[src/rtl/burst_arbiter.sv]
// Arbitrates the icache and dcache line requests onto one burst memory port.
// Lines move as BEATS bursts of BEAT_W bits; one transaction is in flight at a time.
module burst_arbiter #(
    parameter int BEATS  = 4,
    parameter int BEAT_W = 64
) (
    input  logic                      clk,
    input  logic                      rst,
    input  logic [31:0]               dfp_addr,
    input  logic                      dfp_read,
    output logic [BEATS*BEAT_W-1:0]   dfp_rdata,
    output logic                      dfp_resp,
    input  logic [31:0]               dfp_daddr,
    input  logic                      dfp_dread,
    input  logic                      dfp_dwrite,
    input  logic [BEATS*BEAT_W-1:0]   dfp_dwdata,
    output logic [BEATS*BEAT_W-1:0]   dfp_drdata,
    output logic                      dfp_dresp,
    output logic [31:0]               bmem_addr,
    output logic                      bmem_read,
    output logic                      bmem_write,
    output logic [BEAT_W-1:0]         bmem_wdata,
    input  logic                      bmem_ready,
    input  logic [BEAT_W-1:0]         bmem_rdata,
    input  logic                      bmem_rvalid,
    output logic                      grant_d
);

    localparam int LINE_W = BEATS * BEAT_W;
    localparam int CNT_W  = $clog2(BEATS);

    typedef enum logic [2:0] {S_IDLE, S_RD_CMD, S_RD_DATA, S_WR, S_RESP} state_t;

    state_t              state_q, state_d;
    logic [31:0]         addr_q, addr_d;
    logic [LINE_W-1:0]   line_q, line_d;
    logic [CNT_W-1:0]    beat_q, beat_d;
    logic                gnt_d_q, gnt_d_d;
    logic                last_d_q, last_d_d;

    logic req_i, req_d, pick_d, last_beat;

    assign req_i     = dfp_read;
    assign req_d     = dfp_dread | dfp_dwrite;
    // On a tie the cache that did not win last time gets the port.
    assign pick_d    = req_d & (~req_i | ~last_d_q);
    assign last_beat = (beat_q == CNT_W'(BEATS - 1));

    always_ff @(posedge clk or posedge rst) begin
        if (rst) begin
            state_q  <= S_IDLE;
            addr_q   <= '0;
            line_q   <= '0;
            beat_q   <= '0;
            gnt_d_q  <= 1'b0;
            last_d_q <= 1'b0;
        end else begin
            state_q  <= state_d;
            addr_q   <= addr_d;
            line_q   <= line_d;
            beat_q   <= beat_d;
            gnt_d_q  <= gnt_d_d;
            last_d_q <= last_d_d;
        end
    end

    always_comb begin
        state_d  = state_q;
        addr_d   = addr_q;
        line_d   = line_q;
        beat_d   = beat_q;
        gnt_d_d  = gnt_d_q;
        last_d_d = last_d_q;
        unique case (state_q)
            S_IDLE: begin
                if (req_i | req_d) begin
                    gnt_d_d = pick_d;
                    beat_d  = '0;
                    addr_d  = pick_d ? dfp_daddr : dfp_addr;
                    if (pick_d && dfp_dwrite) begin
                        line_d  = dfp_dwdata;
                        state_d = S_WR;
                    end else begin
                        state_d = S_RD_CMD;
                    end
                end
            end
            S_RD_CMD: begin
                if (bmem_ready) state_d = S_RD_DATA;
            end
            S_RD_DATA: begin
                if (bmem_rvalid) begin
                    for (int b = 0; b < BEATS; b++) begin
                        if (beat_q == CNT_W'(b)) line_d[b*BEAT_W +: BEAT_W] = bmem_rdata;
                    end
                    beat_d = beat_q + CNT_W'(1);
                    if (last_beat) state_d = S_RESP;
                end
            end
            S_WR: begin
                if (bmem_ready) begin
                    beat_d = beat_q + CNT_W'(1);
                    if (last_beat) state_d = S_RESP;
                end
            end
            S_RESP: begin
                last_d_d = gnt_d_q;
                state_d  = S_IDLE;
            end
            default: state_d = S_IDLE;
        endcase
    end

    always_comb begin
        bmem_read  = (state_q == S_RD_CMD);
        bmem_write = (state_q == S_WR);
        bmem_wdata = '0;
        if (state_q == S_WR) begin
            for (int b = 0; b < BEATS; b++) begin
                if (beat_q == CNT_W'(b)) bmem_wdata = line_q[b*BEAT_W +: BEAT_W];
            end
        end
        dfp_resp   = (state_q == S_RESP) & ~gnt_d_q;
        dfp_dresp  = (state_q == S_RESP) &  gnt_d_q;
        dfp_rdata  = dfp_resp  ? line_q : '0;
        dfp_drdata = dfp_dresp ? line_q : '0;
    end

    assign bmem_addr = addr_q;
    assign grant_d   = gnt_d_q;

endmodule

[config.mk]
export PLATFORM = sky130hd
export DESIGN_NAME = burst_arbiter
export DESIGN_NICKNAME = d
export VERILOG_FILES = /design/src/rtl/burst_arbiter.sv
export SDC_FILE = /design/constraint.sdc
export NUM_CORES = 1
export LEC_CHECK = 0
export BUFFER_PORTS_ARGS = -buffer_cell sky130_fd_sc_hd__buf_2
export CAP_MARGIN = 10
export CORE_AREA = 2 2 396 398
export CTS_BUF_LIST = sky130_fd_sc_hd__clkbuf_4 sky130_fd_sc_hd__clkbuf_8
export CTS_CLUSTER_SIZE = 40
export DETAILED_ROUTE_END_ITERATION = 7
export DIE_AREA = 0 0 398 400
export PLACE_DENSITY = 0.3
export SKIP_CTS_REPAIR_TIMING = 1
export SYNTH_ARGS = -nofsm -noshare
export SYNTH_HDL_FRONTEND = slang
export SYNTH_SLANG_ARGS = --single-unit
[constraint.sdc]
create_clock -name clk -period 14.5 [get_ports clk]
set_input_delay 4.35 -clock clk [delete_from_list [all_inputs] [get_ports clk]]
set_output_delay 4.35 -clock clk [all_outputs]
set_load 0.02 [all_outputs]
==> impl_metrics.json <==
{
  "grt_usage_pct": 16.3,
  "register_area_um2": 7400,
  "rsz0062_at_grt": "no",
  "syn_area_um2": 20100,
  "post-synth-top-area-fraction_pct": 36.7,
  "routed-via-count": 20987,
  "gp_congestion": 0.798,
  "htreeDepth": 3,
  "cts_buffer_depth": 3,
  "clkPwrFrac_pct": 18.2,
  "clk_latency_ns": 0.71,
  "synth.avg_cell_area_um2": 8.78,
  "cp_slowest_stage_delay_ns": 0.76,
  "viasPerCell": 3.95,
  "antenna_found_initial": 36,
  "netlist_top_cells_area": "dfrtp_1 37%, mux2i_1 13%, and2_1 8.3%",
  "crit_chain": "or3b_4, buf_12, nor2_4, buf_4, buf_4, and2_1, buf_2",
  "mostFrequentLayoutCell": "buf_2",
  "worst_ep_required_time_ns": 10.15,
  "ant_nets": 0,
  "p_sw_w": 0.00326,
  "grt_max_degree": 174,
  "cp_top_family": "buffers and inverters",
  "synth-edff-count": 0,
  "first_pass_iters": 4,
  "synth_seq_cells": 295,
  "yosys.area.top_type": "dfrtp_1",
  "async_flop_share_pct": 100,
  "critPathMaxFanout": 173,
  "nets": 3584,
  "num_rows": 145,
  "min_to": "bmem_addr[0]",
  "critical_path_class": "reg2out",
  "worst-path-stages": 7,
  "syn_to_final_growth_pct": 41.2,
  "initial_core_util_pct": 13.0,
  "finClkSkew_ns": 0.0451,
  "drive_gt1_share_pct": 40.6,
  "vdd_drop_max_mv": 0.142,
  "netlist_instances": 2293,
  "core_um2": 155000,
  "design_area_um2": 28400,
  "grt_pass1_wl_mm": 180,
  "place_area_um2": 26800,
  "cp.arrival_ns": 4.06,
  "p_int_w": 0.00292,
  "tightest_slew_ns": 1.16,
  "maxCapViolCount": 0,
  "fin_crit_ns": 8.41,
  "ys_seq_area_share_pct": 36.7,
  "cpMaxStageDelayCell": "dfrtp_4",
  "hold_start": "bmem_addr[0]",
  "dp_hpwl_mm": 103,
  "swShare_pct": 52.8,
  "ys_warn_count": 0,
  "min_path_type": "reg2reg",
  "die-area_um2": 159000,
  "drc": 0,
  "grt_pass1_vias": 20989,
  "crit_buf_inv": 4,
  "r2r_end": "line_q[228]",
  "worstRegToRegCells": 6,
  "fill_cells": 17752,
  "slew_headroom_pct": 21.8,
  "hold_depth": 1,
  "finalMaxSlewViolations": 0,
  "cp-end-kind": "primary output",
  "fin_setup_tns_ns": 0,
  "synthDistinctLibCells": 39,
  "cp_common_cell": "buf_4",
  "synth_nets": 2688,
  "power.total_w": 0.00618,
  "setup_viol": 0,
  "final_cell_mix": "1003 x buf_2, 321 x a21oi_1, 291 x dfrtp_1",
  "numPortBuffers": 1003,
  "p_comb_share_pct": 53.2,
  "routed_wl_mm": 136,
  "finalHoldViolCount": 0,
  "path_clk_slew_ns": 0.06,
  "multi_input_area_um2": 10500,
  "final.period_utilization_pct": 58.0,
  "clock-root-buffer": "clkbuf_8",
  "cts_made_buffers": 72,
  "die_x_um": 398,
  "ys.flop_type": "dfrtp_1",
  "cts.sinks": 295,
  "cts_tree": "built",
  "fmax_ghz": 0.119,
  "powerDensity_nw_per_um2": 218,
  "r2r_setup_slack_ns": 10.16,
  "startpoint_type": "flip-flop",
  "r2r-start": "state_q[1]",
  "io_pins": 1004,
  "p_seq_share_pct": 28.6,
  "grt_remaining_overflow": 0,
  "power_leakage_nw": 13.8,
  "status": "complete, no violations",
  "drt_iter0_drc": 1010,
  "wire_per_inst_um": 25.6,
  "die_y_um": 400
}
## cell type report
| cell class | instances | area share [%] |
|---|---|---|
| Antenna cell | 16 | 0.141 |
| Clock buffer | 119 | 5.10 |
| Clock inverter | 6 | 0.286 |
| Inverter | 261 | 3.49 |
| Multi-Input combinational cell | 1519 | 37.1 |
| Sequential cell | 295 | 26.0 |
| Tap cell | 2058 | 9.06 |
| Timing Repair Buffer | 1040 | 18.8 |
## registers in the layout (all words and copies together) (netlist names)
register   cells
beat_q         2
bmem_addr     32
grant_d        1
last_d_q       1
line_q       256
state_q        3
## kinds of logic after synthesis
logic type	share of synthesized area, %
flip-flops	36.7
multiplexers	16.5
AO/OA/AOI/OAI	13.4
adder cells (fa/ha/maj)	0.249
AND/OR/NAND/NOR	21.6
XOR/XNOR	0.0435
buffers and inverters	11.6
## power groups by stage
| stage | combinational (W) | sequential [W] | clock (W) |
|---|---|---|---|
| floorplan | 0.00211 | 0.00152 | 0 |
| global placement | 0.00335 | 0.00180 | 0 |
| detailed placement | 0.00335 | 0.00180 | 0 |
| CTS | 0.00336 | 0.00179 | 0.00118 |
| global route | 0.00357 | 0.00182 | 0.00121 |
| finish | 0.00329 | 0.00177 | 0.00112 |
## worst reg2reg max path, stage by stage (launching register included)
cell     delay [ns]
dfrtp_4        0.72
buf_4          0.75
or3b_4         0.78
o22ai_4        0.16
buf_4          0.63
buf_4          0.76
mux2i_1        0.43
## stage by stage
stage / utilization, % / setup WS [ns] / hold WS [ns] / std cells
final: 18.3 / 6.09 / 0.497 / 5314
after global placement: 17.3 / 6.77 / 0.482 / 5173
after detailed placement: 17.3 / 6.69 / 0.490 / 5173
after CTS: 18.3 / 5.80 / 0.502 / 5298
after floorplan: - / 2.00 / 0.474 / 2293
after global routing: 18.3 / 5.73 / 0.505 / 5302
## worst max-delay path by stage
stage / end / from
after floorplan: beat_q[0] / rst
after global placement: dfp_drdata[28] / state_q[2]
after detailed placement: dfp_drdata[27] / state_q[2]
after CTS: dfp_drdata[27] / state_q[2]
after global routing: dfp_drdata[27] / state_q[2]
final: dfp_drdata[78] / state_q[2]
## synth_stat cells (3+ instances only)
master      n
a21oi_1   321
and4bb_2   63
nor2_4      3
and2_1    267
ha_1        4
buf_6       7
clkbuf_1  123
clkbuf_2   12
mux2i_1   258
a32o_1     64
o21ai_0    67
inv_1     260
dfrtp_1   295
nand2_1   129
buf_12     26
mux2_2     65
buf_2      34
buf_1      16
nor3_1    248
nand2b_1    5
## layer usage
metal / GRT usage (%) / vias up / share of wire, %
met5: 0 / - / 0.18
met4: 4.99 / 40 / 2.4
met3: 4.13 / 174 / 6.8
met2: 27.5 / 778 / 48
met1: 20.3 / 10344 / 43
li1: - / 9651 / -
(Power assumes the default switching activity.)
